==> config.mk <==
export PLATFORM = sky130hd
export DESIGN_NAME = binary_mul_5_issue_ctrl
export DESIGN_NICKNAME = d
export VERILOG_FILES = /design/src/rtl/binary_mul_pkg.sv /design/src/rtl/binary_mul_5_issue_ctrl.sv
export SDC_FILE = /design/constraint.sdc
export NUM_CORES = 1
export LEC_CHECK = 0
export CAP_MARGIN = 10
export CORE_MARGIN = 2
export CORE_UTILIZATION = 37
export DETAILED_ROUTE_END_ITERATION = 10
export PLACE_DENSITY_LB_ADDON = 0.15
export SLEW_MARGIN = 20
export SYNTH_ARGS = -nofsm -noshare
export SYNTH_HDL_FRONTEND = slang
export SYNTH_SLANG_ARGS = --single-unit
==> constraint.sdc <==
create_clock -name clk -period 1.4 [get_ports clk]
set_clock_uncertainty 0.05 [all_clocks]
set_input_delay 0.28 -clock clk [delete_from_list [all_inputs] [get_ports clk]]
set_output_delay 0.28 -clock clk [all_outputs]
set_load 0.02 [all_outputs]
==> src/rtl/binary_mul_pkg.sv <==
// Shared types and constants for the 5x5 pipelined multiplier and its
// operand-issue controller.
package binary_mul_pkg;

    localparam int MUL_W   = 5;
    localparam int MUL_LAT = 6;

    typedef enum logic [1:0] {
        IDLE = 2'd0,
        RUN  = 2'd1,
        DONE = 2'd2
    } state_t;

    typedef logic [MUL_W-1:0]   operand_t;
    typedef logic [2*MUL_W-1:0] product_t;

endpackage

==> src/rtl/binary_mul_5_issue_ctrl.sv <==
// Operand-issue / result-collection controller for the 5x5 pipelined array
// multiplier. Holds mul_a/mul_b frozen for the whole LAT-cycle fill, then
// captures the settled product into a one-entry valid/ready output buffer.
// Optional self-check against a behavioural product: `define BINARY_MUL_CHECK_EN
module binary_mul_5_issue_ctrl
    import binary_mul_pkg::*;
#(
    parameter int W   = MUL_W,
    parameter int LAT = MUL_LAT
) (
    input  logic           clk,
    input  logic           rst,
    input  logic           in_valid,
    output logic           in_ready,
    input  logic [W-1:0]   in_a,
    input  logic [W-1:0]   in_b,
    output logic [W-1:0]   mul_a,
    output logic [W-1:0]   mul_b,
    output logic           mul_en,
    input  logic [2*W-1:0] mul_p,
    output logic           out_valid,
    input  logic           out_ready,
    output logic [2*W-1:0] out_p,
    output logic           busy
`ifdef BINARY_MUL_CHECK_EN
    ,
    output logic           chk_err,
    output logic [15:0]    chk_cnt
`endif
);

    localparam int CNT_W = $clog2(LAT + 1);

    state_t           state_q, state_d;
    logic [CNT_W-1:0] cnt_q, cnt_d;
    logic [W-1:0]     mul_a_q, mul_a_d;
    logic [W-1:0]     mul_b_q, mul_b_d;
    logic             mul_en_q, mul_en_d;
    logic             out_valid_q, out_valid_d;
    logic [2*W-1:0]   out_p_q, out_p_d;
    logic             fill_done;

    assign fill_done = (state_q == RUN) && (cnt_q == CNT_W'(LAT));

    // Next-state, operand load and output-buffer control.
    always_comb begin
        state_d     = state_q;
        cnt_d       = cnt_q;
        mul_a_d     = mul_a_q;
        mul_b_d     = mul_b_q;
        mul_en_d    = mul_en_q;
        out_valid_d = out_valid_q;
        out_p_d     = out_p_q;
        in_ready    = 1'b0;
        case (state_q)
            IDLE: begin
                in_ready = 1'b1;
                if (in_valid) begin
                    mul_a_d  = in_a;
                    mul_b_d  = in_b;
                    cnt_d    = '0;
                    mul_en_d = 1'b1;
                    state_d  = RUN;
                end
            end
            RUN: begin
                if (fill_done) begin
                    out_p_d     = mul_p;
                    out_valid_d = 1'b1;
                    mul_en_d    = 1'b0;
                    state_d     = DONE;
                end else begin
                    cnt_d = cnt_q + 1'b1;
                end
            end
            DONE: begin
                // Draining the result frees the operand slot on the same edge,
                // so a waiting pair is accepted with no bubble cycle.
                in_ready = out_ready;
                if (out_ready) begin
                    out_valid_d = 1'b0;
                    if (in_valid) begin
                        mul_a_d  = in_a;
                        mul_b_d  = in_b;
                        cnt_d    = '0;
                        mul_en_d = 1'b1;
                        state_d  = RUN;
                    end else begin
                        state_d = IDLE;
                    end
                end
            end
            default: state_d = IDLE;
        endcase
    end

    // State and datapath registers with synchronous reset.
    always_ff @(posedge clk) begin
        if (rst) begin
            state_q     <= IDLE;
            cnt_q       <= '0;
            mul_a_q     <= '0;
            mul_b_q     <= '0;
            mul_en_q    <= 1'b0;
            out_valid_q <= 1'b0;
            out_p_q     <= '0;
        end else begin
            state_q     <= state_d;
            cnt_q       <= cnt_d;
            mul_a_q     <= mul_a_d;
            mul_b_q     <= mul_b_d;
            mul_en_q    <= mul_en_d;
            out_valid_q <= out_valid_d;
            out_p_q     <= out_p_d;
        end
    end

    assign mul_a     = mul_a_q;
    assign mul_b     = mul_b_q;
    assign mul_en    = mul_en_q;
    assign out_valid = out_valid_q;
    assign out_p     = out_p_q;
    assign busy      = (state_q != IDLE);

`ifdef BINARY_MUL_CHECK_EN
    logic           chk_err_q, chk_err_d;
    logic [15:0]    chk_cnt_q, chk_cnt_d;
    logic [2*W-1:0] ref_p;

    assign ref_p = (2*W)'(mul_a_q) * (2*W)'(mul_b_q);

    // Sticky mismatch flag and saturating compare count, sampled at capture.
    always_comb begin
        chk_err_d = chk_err_q;
        chk_cnt_d = chk_cnt_q;
        if (fill_done) begin
            if (mul_p != ref_p) begin
                chk_err_d = 1'b1;
            end
            if (chk_cnt_q != 16'hFFFF) begin
                chk_cnt_d = chk_cnt_q + 16'd1;
            end
        end
    end

    // Checker registers.
    always_ff @(posedge clk) begin
        if (rst) begin
            chk_err_q <= 1'b0;
            chk_cnt_q <= '0;
        end else begin
            chk_err_q <= chk_err_d;
            chk_cnt_q <= chk_cnt_d;
        end
    end

    assign chk_err = chk_err_q;
    assign chk_cnt = chk_cnt_q;
`endif

endmodule
Word-level counts from Yosys, hierarchy flattened

Cells that the tools add are included.

Bits in registers: 27

Add/sub/neg operators: 1
Equality and inequality tests: 7
Muxes and demuxes: 23
Reduce and logical (&&, ||, !) cells: 12

Operator list:

| cell                  | number |
|---|---|
| $mux W5               | 4 |
| $pmux W5 S2           | 2 |
| $reduce_and A3 Y1     | 4 |
| $mux W3               | 3 |
| $pmux W3 S3           | 1 |
| $ne A2 B2 Y1 const B  | 4 |
| $mux W1               | 6 |
| $mux W2               | 3 |
| $pmux W2 S3           | 1 |
| $reduce_bool A2 Y1    | 3 |
| $pmux W1 S2           | 2 |
| $reduce_and A2 Y1     | 2 |
| $add A3 B1 Y3 const B | 1 |
| $eq A3 B3 Y1 const B  | 1 |
| $pmux W1 S3           | 1 |
| $reduce_bool A3 Y1    | 1 |
| $eq A2 B1 Y1 const B  | 1 |
| $eq A2 B2 Y1 const B  | 1 |
| $logic_not A2 Y1      | 1 |
| $logic_and A1 B1 Y1   | 1 |

Longest topological paths before layout

Gate-level depths: netlist of the first run.

Depth after elaboration: 4
Depth in mapped cells: 6

Worst setup path before layout of the first run

Ideal clock, no wire load.

Kind: reg-to-reg
Start point: register cnt_q[0]
End point: register cnt_q[1]
Arrival time: 1.208 ns
Required time: 1.227 ns
Path slack: 0.019 ns
Cell stages (with the launch flop): 6
Buffers on the path: 0
Clock period less this slack: 1.381 ns
Path through: dfxtp_1 > inv_1 > ha_1 > and2_1 > o22ai_2 > mux2_1

Cells in the longest elaborated chain, start to end: 4
Elaborated cells between the ends (all ways): 7
Classes of those cells: add/sub (1); eq/ne (2); mux (2); reduce/logical (2)

RTL lines:

| element                                                               | line                           | RTL |
|---|---|---|
| from (decl)                                                           | binary_mul_5_issue_ctrl.sv:35  | `logic [CNT_W-1:0] cnt_q, cnt_d;` |
| from (signal assigned)                                                | binary_mul_5_issue_ctrl.sv:109 | `cnt_q <= cnt_d;` |
| parallel branches: the longest is 4 deep, another holds $add A3 B1 Y3 | n/a                            |  |

Parallel ways; which one is timed is not known. The select of a mux whose other input is x is not followed.
A chain may end at the register's enable or synchronous reset.

Final worst setup path of the first run

Start point: register state_q[1]
End point: output port in_ready

Cells in the longest elaborated chain, start to end: 2
Elaborated cells between the ends (all ways): 3
Classes of those cells: eq/ne (1); mux (1); reduce/logical (1)

RTL lines:

| element                                          | line                           | RTL |
|---|---|---|
| from (decl)                                      | binary_mul_5_issue_ctrl.sv:34  | `state_t state_q, state_d;` |
| from (signal assigned)                           | binary_mul_5_issue_ctrl.sv:108 | `state_q <= state_d;` |
| $eq A2 B2 Y1 or $logic_not A2 Y1 (tied branches) | binary_mul_5_issue_ctrl.sv:55  | `case (state_q)` |
| $pmux W1 S2 (*)                                  | binary_mul_5_issue_ctrl.sv:55  |  |
| to (decl)                                        | binary_mul_5_issue_ctrl.sv:14  | `output logic in_ready,` |

Every way passes the cells marked *; elsewhere a longest branch is shown, timed or not.

==> metrics.md, run 1 <==
| Metric | Value |
|---|---|
| Total wire length | 2930 um |
| Post-DRT Antenna Nets | 0 |
| Clock transition at path regs | roughly 0.14 ns |
| Vias/cell | 5.11 |
| Area contributors post-synth | dfxtp_1 (49%), a21oi_1 (10%), nand2_1 (7.1%) |
| Vias | about 1100 |
| Mapped Cells | ~130 |
| Critical path class | reg2out |
| Core Box Area | between 2000 and 3000 um^2 |
| Max-cap violations | 0 |
| H-tree depth | 1 |
| Slew margin rel. | 0.834 |
| CTS tree | yes |
| Post-cts hold buffer count | 0 |
| Crit Path Max Fanout | 3 |
| Syn Std Cell Area | ~1100 um^2 |
| Gr ovfl total | 0 |
| XOR/XNOR Fraction of Synth Area | 0 |
| Wire per inst | 13.6 um |
| Pwr dens | between 800 and 900 nW/um^2 |
| Post-synthesis net count | ~160 |
| Post-synthesis compound-gate area fraction | 0.199 |
| Die ar. | between 3000 and 4000 um^2 |
| Critical Path RT | about 1.1 ns |
| Placed Instances | 212 |
| Syn avg cell area | approximately 8.6 um^2 |
| Synth Register Bits | 27 |
| Initial core utilization | 0.394 |
| Setup-failing EPs final | 1 |
| # rows | 19 |
| Die span in y | approximately 59 um |
| Max VDD drop | 0.573 mV |
| Drt first pass iters | 7 |
| Main synth FF type | dfxtp_1 |
| RSZ-0062 raised after global routing | yes |
| Clock latency on the worst-skew pair | ~0.32 ns |
| Tmin final | approximately 1.4 ns |
| Tot GR Track Use | 0.181 |
| Simple-gate share of the synthesized area | 0.223 |
| Largest net degree at the start of global routing | 16 |
| Final hold viol count | 0 |
| Synth Area in Adders | 0.0226 |
| Antenna violations before repair | 0 |
| First-pass GRT wire length | 4840 um |
| Status | complete, but fails checks |
| Post-synthesis sequential area ratio | 0.489 |
| ANT cells | 0 |
| FMAX | 700 MHz |
| Fin area | 1730 um^2 |
| Port bufs | 47 |
| Drc violations | 5 |
| Leakage power | approximately 0.72 nW |
| Post-detailed-placement half-perimeter wirelength | between 2000 and 2500 um |
| Cell type with the largest total area after synthesis | dfxtp_1 |
| Count of cell types in the netlist | 32 |
| CP startpoint kind | register |
| Placement Cell Area | roughly 1700 um^2 |
| Synth warn | 0 |
| Finished Layout Cells | between 200 and 250 |
| Num CTS Buffers | 3 |
| Fin nets | ~210 |
| Crit. End Element | output pin |
| Failing checks | DRC, setup timing |
| Max Buffers Root-to-Sink | 2 |
| Iteration-0 DRC Markers | 33 |
| I/O pins | 48 |
| Worst Setup Slack, final | -0.0278 ns |
| Mux contribution to synthesized area | 0.0102 |
| Synth top area share | 0.489 |
| Largest family of logic cells by synthesized area | simple AND/OR/NAND/NOR gates |
| Root Buffer | clkbuf_4 |
| Area grow syn2layout | 56.0% |
| Number of global-route vias before repair | 1076 |
| GPL Wtd Cong | approximately 0.75 |
| Setup_tns | -0.0278 ns |
| Final period utilization | 1.02 |
| Min-delay worst type | in2reg |
| Share of cells above drive strength 1 | 0.195 |
| Die Span X | about 60 um |
| Ys async rst share | 0 |
| Total Power | roughly 1.4 mW |
| Max Slew Vio Count | 0 |
| Critical Path AT | about 1.1 ns |
| EDFF count, synth | 0 |
| Least-Margin Pin Slew | around 0.25 ns |
| Place WS | -0.631 ns |
| Clock sinks | 27 |
==> stage by stage <==
step | utilization | hold WS [ns]
final | 0.615 | 0.400
after floorplan | - | 0.366
after detailed placement | 0.596 | 0.397
after global placement | 0.596 | 0.393
after CTS | 0.609 | 0.404
after global routing | 0.615 | 0.417
==> state kept, by name (all words and copies together), names as in the netlist <==
name       count
state_q        2
mul_a          5
out_p         10
out_valid      1
mul_b          5
mul_en         1
cnt_q          3
==> synth_stat cells, types with 2 or more instances <==
cell type	instances
dfxtp_1	27
a21oi_1	22
nand2_1	21
nand3_1	10
o21ai_0	10
buf_2	5
nor2b_1	3
a31oi_1	2
clkbuf_1	2
ha_1	2
inv_1	2
nand2b_1	2
nor2_1	2
==> cell type report <==
class / count / area, um^2
fill: 249 / 1080
timing repair buffer: 62 / 561
sequential: 27 / 547
multi-input combinational: 90 / 544
tap: 31 / 38.8
clock buffer: 3 / 22.5
inverter: 2 / 7.51
clock inverter: 1 / 5.00
==> power breakdown <==
group	internal [mW]	total (mW)	leakage [nW]	switching, mW
logic	0.149	0.270	0.484	0.122
clock network	0.107	0.342	0.0177	0.235
registers	0.795	0.811	0.221	0.0160
total	1.05	1.42	0.723	0.372
==> worst max-delay path, cell delays in order, from the launching register on <==
cell and delay, ns:
dfxtp_2 0.35, and2b_1 0.18, nor2_2 0.12, buf_6 0.13
==> cells by family (layout without fill, tap and decap cells) <==
kind of cell	Yosys count	after routing
adders and majority gates	2	2
and+or+nand+nor	48	48
AOI/OAI and AO/OA	39	39
buffers and inverters	12	68
muxes	1	1
DFF	27	27
==> placed cells by master (no fill, tap or decap), types with 3 or more instances in the layout <==
| master | instances |
|---|---|
| dfxtp_1 | 24 |
| a21oi_1 | 22 |
| clkdlybuf4s50_1 | 22 |
| nand2_1 | 21 |
| dlygate4sd2_1 | 20 |
| buf_4 | 15 |
| nand3_1 | 10 |
| o21ai_0 | 10 |
| nor2b_1 | 3 |
| clkbuf_4 | 3 |
| clkdlybuf4s15_1 | 3 |
==> what timing repair did <==
| action | in CTS | in global routing |
|---|---|---|
| gates resized for setup | 44 | 11 |
| setup buffers | 1 | 0 |
| pin swaps | 1 | 2 |
| endpoints found under the setup margin | 36 | 17 |
==> routing by layer <==
layer  global-route usage  wire length, um  vias up
li1                     -                -      558
met4               0.0617               33        0
met2                0.323             1400       41
met3               0.0330              215        4
met5                    0                0        -
met1                0.219             1280      500
==> path summary, 6_finish.rpt <==
check | start | end | slack, ns | cells after the start
worst min-delay path | out_ready | state_q[1] | 0.40 | 4
worst max-delay path | state_q[1] | in_ready | -0.03 | 3
worst max register to register | cnt_q[0] | cnt_q[0] | 0.03 | 5
worst min register to register | out_p[1] | out_p[1] | 0.41 | 2
No activity file was read; power rests on OpenSTA's default activity.
==> inputs of run 2 (changes only) <==
- GPL_TIMING_DRIVEN: not set -> 1
- PLACE_DENSITY: not set -> 0.72
- PLACE_DENSITY_LB_ADDON: 0.15 -> not set
==> metrics.md, run 2 (same netlist as run 1, synthesis figures left out) <==
| Metric | Value |
|---|---|
| Final Util | 0.619 (was 0.615) |
| Clock latency on the worst-skew pair | 0.31 ns (was 0.32 ns) |
| Max Buffers Root-to-Sink | 2 (unchanged) |
| Fin area | 1740 um^2 (was 1730 um^2) |
| Vias/cell | 5.06 (was 5.11) |
| Antenna violations before repair | 0 (unchanged) |
| Vias | 1098 (was 1103) |
| Initial core utilization | 0.394 (unchanged) |
| Delay-heaviest family, CP | flip-flops (unchanged) |
| Met2 Use GR | 0.321 (was 0.323) |
| Clock sinks | 27 (unchanged) |
| Critical Path AT | 1.08 ns (was 1.10 ns) |
| Crit. End Element | output pin (unchanged) |
| Root Buffer | clkbuf_4 (unchanged) |
| Number of global-route vias before repair | 1052 (was 1076) |
| Worst path slowest cell | dfxtp_2 (unchanged) |
| Placed Instances | 212 (unchanged) |
| Slew margin rel. | 0.830 (was 0.834) |
| Min-delay worst type | in2reg (unchanged) |
| Fin nets | 213 (was 212) |
| Clock transition at path regs | 0.14 ns (about the same) |
| Wire per inst | 12.9 um (was 13.6 um) |
| Status | complete, but fails checks (unchanged) |
| Worst Setup Slack, final | -0.0138 ns (was -0.0278 ns) |
| H-tree depth | 1 (unchanged) |
| Critical Path RT | 1.07 ns (about the same) |
| Drc violations | 4 (was 5) |
| ANT cells | 0 (unchanged) |
| CP startpoint kind | register (unchanged) |
| I/O pins | 48 (unchanged) |
| Post-DRT Antenna Nets | 0 (unchanged) |
| Final hold viol count | 0 (unchanged) |
| Share of cells above drive strength 1 | 0.199 (was 0.195) |
| Most common cell after layout, fill and taps aside | dfxtp_1 (unchanged) |
| Drt first pass iters | 7 (unchanged) |
| Die span in y | 58.7 um (unchanged) |
| Placement Cell Area | 1670 um^2 (unchanged) |
| Crit Path Max Fanout | 3 (unchanged) |
| FMAX | 707 MHz (was 700 MHz) |
| Largest net degree at the start of global routing | 17 (was 16) |
| First-pass GRT wire length | 4600 um (was 4840 um) |
| Failing checks | DRC, setup timing (unchanged) |
| Worst path bufs/invs | 1 (unchanged) |
| Worst-path cell chain | and2b_1 > nor2_1 > buf_4 (was and2b_1 > nor2_2 > buf_6) |
| Iteration-0 DRC Markers | 16 (was 33) |
| Tot GR Track Use | 0.173 (was 0.181) |
| Tmin final | 1.41 ns (was 1.43 ns) |
| Setup_tns | -0.0138 ns (was -0.0278 ns) |
| Max FFs per register | 10 (unchanged) |
| Area grow syn2layout | 56.9% (was 56.0%) |
| Max-cap violations | 0 (unchanged) |
| Final period utilization | 1.01 (was 1.02) |
| Total Power | 1.41 mW (was 1.42 mW) |
| Min Hold Slack | 0.294 ns (was 0.400 ns) |
| Critical path class | reg2out (unchanged) |
| Least-Margin Pin Slew | 0.255 ns (was 0.249 ns) |
| Place WS | -0.591 ns (was -0.631 ns) |
| Die ar. | 3440 um^2 (unchanged) |
| Pwr dens | 815 nW/um^2 (was 825 nW/um^2) |
| Total wire length | 2810 um (was 2930 um) |
| Finished Layout Cells | 217 (was 216) |
| GPL Wtd Cong | 0.758 (was 0.749) |
| Max Slew Vio Count | 0 (unchanged) |
| GR Layer Usage met1 | 0.201 (was 0.219) |
| Port bufs | 47 (unchanged) |
| Post-cts hold buffer count | 0 (unchanged) |
| Die Span X | 58.7 um (unchanged) |
| RSZ-0062 raised after global routing | yes (unchanged) |
| Gr ovfl total | 0 (unchanged) |
| Max VDD drop | 0.404 mV (was 0.573 mV) |
| Post-detailed-placement half-perimeter wirelength | 2110 um (was 2190 um) |
| Most frequent cells in the layout | dfxtp_1 (24), a21oi_1 (22), clkdlybuf4s50_1 (22), nand2_1 (21), buf_4 (17) (was dfxtp_1 (24), a21oi_1 (22), clkdlybuf4s50_1 (22), nand2_1 (21), dlygate4sd2_1 (20)) |
| Leakage power | 0.679 nW (was 0.723 nW) |
| # rows | 19 (unchanged) |
| Routing usage on met3 | 0.0330 (unchanged) |
| Setup-failing EPs final | 1 (unchanged) |
| Filler instances | 232 (was 249) |
| CTS tree | yes (unchanged) |
| Core Box Area | 2810 um^2 (unchanged) |
| Critical path's largest stage delay | 0.35 ns (about the same) |
| Num CTS Buffers | 3 (unchanged) |
| GR peak layer | met2 (unchanged) |
[run 2: repair_timing]
item	4_1_cts	5_1_grt
resized for setup	40	27
setup endpoints to repair	36	32
buffers inserted	0	1
pin swaps	0	1
[run 2: worst paths after layout]
| kind | start | endpoint | slack [ns] | cells past startpoint |
|---|---|---|---|---|
| setup reg to reg | state_q[0] | cnt_q[1] | 0.03 | 4 |
| hold reg to reg | out_p[2] | out_p[2] | 0.41 | 2 |
| setup / recovery | state_q[1] | in_ready | -0.01 | 3 |
| hold / removal | out_ready | state_q[1] | 0.29 | 4 |
[run 2: cell type report]
cell class | instances | area, um^2 | area share
timing repair buffer | 63 | 577 | 0.332
sequential | 27 | 544 | 0.314
multi-input combinational | 90 | 538 | 0.310
tap | 31 | 38.8 | 0.0224
clock buffer | 3 | 22.5 | 0.0130
clock inverter | 1 | 7.51 | 0.00433
inverter | 2 | 7.51 | 0.00433
[run 2: worst reg2reg max path, stage by stage (launching register included)]
cell and delay [ns]:
dfxtp_2 0.36, buf_4 0.16, nand2b_1 0.19, o22ai_4 0.18, mux2_1 0.33
[run 2: where the power goes]
part / internal, mW / total, mW / switching, mW
Sequential: 0.796 / 0.810 / 0.0150
Clock: 0.109 / 0.331 / 0.222
Combinational: 0.151 / 0.272 / 0.121
[run 2: routing by layer]
| layer | wire length (um) | up-vias |
|---|---|---|
| li1 | - | 558 |
| met1 | 1200 | 508 |
| met2 | 1410 | 30 |
| met3 | 176 | 2 |
| met4 | 15 | 0 |
| met5 | 0 | - |
==> inputs of run 3 (changes only) <==
- CORE_UTILIZATION: 37 -> 44
- PLACE_DENSITY: 0.72 -> 0.8
- clock period: 1.4 -> 1.65 ns (I/O delays scaled with it)
==> metrics.md, run 3 (same netlist as run 1, synthesis figures left out) <==
| Metric | Value |
|---|---|
| Status | finished clean (was complete, but fails checks) |
| Max VDD drop | 0.628 mV (was 0.404 mV) |
| Worst r2r dst | cnt_q[0] (was cnt_q[1]) |
| ANT cells | 0 (unchanged) |
| Tot GR Track Use | 0.196 (was 0.173) |
| Tmin final | between 1.5 and 2 ns |
| I/O pins | 48 (unchanged) |
| Critical Path RT | 1.27 ns (was 1.07 ns) |
| Wire per inst | 12.9 um (about the same) |
| Fin area | 1640 um^2 (was 1740 um^2) |
| Gr ovfl total | 0 (unchanged) |
| Die ar. | 2930 um^2 (was 3440 um^2) |
| Pwr dens | 724 nW/um^2 (was 815 nW/um^2) |
| Clock sinks | 27 (unchanged) |
| Slew margin rel. | 0.684 (was 0.830) |
| Initial core utilization | 0.455 (was 0.394) |
| Worst R2R Setup Slack | 0.17 ns (was 0.03 ns) |
| # rows | 18 (was 19) |
| Number of global-route vias before repair | 998 (was 1052) |
| Post-cts hold buffer count | 0 (unchanged) |
| Critical Path AT | 1.15 ns (was 1.08 ns) |
| Worst r2r path cells | 5 (was 4) |
| Final period utilization | 0.926 |
| Post-detailed-placement half-perimeter wirelength | 2130 um (was 2110 um) |
| Max Slew Vio Count | 0 (unchanged) |
| H-tree depth | 1 (unchanged) |
| Drt first pass iters | 4 (was 7) |
| Finished Layout Cells | 211 (was 217) |
| Most common cell after layout, fill and taps aside | dfxtp_1 (unchanged) |
| Die Span X | 54.1 um (was 58.7 um) |
| Reg-to-reg startpoint | cnt_q[0] (was state_q[0]) |
| Critical path class | reg2out (unchanged) |
| Min-delay worst type | in2reg (unchanged) |
| Port bufs | 47 (unchanged) |
| Vias | 1095 (was 1098) |
| Clock latency on the worst-skew pair | 0.33 ns (was 0.31 ns) |
| HP Start | out_ready (unchanged) |
| Area grow syn2layout | 48.2% (was 56.9%) |
| Max Buffers Root-to-Sink | 2 (unchanged) |
| Iteration-0 DRC Markers | 10 (was 16) |
| Critical path's largest stage delay | 0.36 ns (was 0.35 ns) |
| Die span in y | 54.1 um (was 58.7 um) |
| Drc violations | 0 (was 4) |
| Num CTS Buffers | 3 (unchanged) |
| Fin nets | 208 (was 213) |
| Share of cells above drive strength 1 | 0.116 (was 0.199) |
| Post-CTS Setup Inserts | 0 (unchanged) |
| Least-Margin Pin Slew | 0.471 ns (was 0.255 ns) |
| Worst-path cell chain | and2b_1 > nor2_1 > buf_4 (unchanged) |
| FMAX | about 650 MHz |
| Largest net degree at the start of global routing | 17 (unchanged) |
| Core Box Area | 2430 um^2 (was 2810 um^2) |
| Crit Path Max Fanout | 3 (unchanged) |
| Placement Cell Area | 1640 um^2 (was 1670 um^2) |
| GPL Wtd Cong | 0.747 (was 0.758) |
| CTS tree | yes (unchanged) |
| Final hold viol count | 0 (unchanged) |
| RSZ-0062 raised after global routing | no (was yes) |
| Setup-failing EPs final | 0 (was 1) |
| Worst path slowest cell | dfxtp_1 (was dfxtp_2) |
| Antenna violations before repair | 0 (unchanged) |
| Total wire length | 2730 um (was 2810 um) |
| Hold path endpoint | state_q[1] (unchanged) |
| Root Buffer | clkbuf_4 (unchanged) |
| Leakage power | 0.709 nW (was 0.679 nW) |
| Most frequent cells in the layout | dfxtp_1 (27), a21oi_1 (22), clkdlybuf4s50_1 (22), dlygate4sd2_1 (22), nand2_1 (21) (was dfxtp_1 (24), a21oi_1 (22), clkdlybuf4s50_1 (22), nand2_1 (21), buf_4 (17)) |
| Max FFs per register | 10 (unchanged) |
| Vias/cell | 5.19 (was 5.06) |
| Crit. End Element | output pin (unchanged) |
| Hold Path Depth | 4 (unchanged) |
| Placed Instances | 207 (was 212) |
| Setup_tns | 0 ns (was -0.0138 ns) |
| Launch point of the worst path | state_q[1] (unchanged) |
| CP startpoint kind | register (unchanged) |
| First-pass GRT wire length | 4170 um (was 4600 um) |
| Clock transition at path regs | 0.16 ns (was 0.14 ns) |
| Total Power | 1.19 mW (was 1.41 mW) |
| Max-cap violations | 0 (unchanged) |
| Post-DRT Antenna Nets | 0 (unchanged) |
==> run 3: how the worst max path moves through the flow <==
stage / end / slack [ns] / depth (start not counted)
after floorplan: cnt_q[1] / 0.27 / 5
after global placement: in_ready / -0.43 / 4
after detailed placement: in_ready / -0.46 / 4
after CTS: in_ready / -0.008 / 4
after global routing: in_ready / 0.07 / 3
final: in_ready / 0.12 / 3
==> run 3: timing repair <==
action,CTS,global route
pin swaps,0,1
endpoints found under the setup margin,24,2
gates cloned,0,0
resized for setup,29,2
==> run 3: per-stage QoR <==
| stage | utilization | hold WS [ns] | worst slack (ns) |
|---|---|---|---|
| 2_1_floorplan | - | 0.416 | 0.269 |
| 3_3_place_gp | 0.675 | 0.391 | -0.428 |
| 3_5_place_dp | 0.675 | 0.399 | -0.461 |
| 4_1_cts | 0.675 | 0.416 | -0.00810 |
| 5_1_grt | 0.674 | 0.352 | 0.0673 |
| 6_report | 0.674 | 0.346 | 0.122 |
==> run 3: cell type report <==
| class | count | area [um^2] |
|---|---|---|
| Clock buffer | 3 | 22.5 |
| Clock inverter | 1 | 7.51 |
| Fill cell | 214 | 793 |
| Inverter | 2 | 7.51 |
| Multi-Input combinational cell | 90 | 503 |
| Sequential cell | 27 | 541 |
| Tap cell | 30 | 37.5 |
| Timing Repair Buffer | 58 | 520 |
==> run 3: layer usage <==
layer | up-vias | global-route usage | wire length [um]
li1 | 548 | - | -
met1 | 505 | 0.223 | 1080
met2 | 37 | 0.357 | 1420
met3 | 5 | 0.0194 | 181
met4 | 0 | 0.100 | 48
met5 | - | 0 | 0
==> run 3: report_power, final <==
group / internal (mW) / switching (mW)
Sequential: 0.674 / 0.00989
Combinational: 0.111 / 0.0967
Clock: 0.0927 / 0.201
==> run 3: critical path, delay by kind of cell, from the launching register on <==
kind / cells / cell delay, ns
DFF: 1 / 0.36
buffers and inverters: 1 / 0.16
and+or+nand+nor: 2 / 0.30
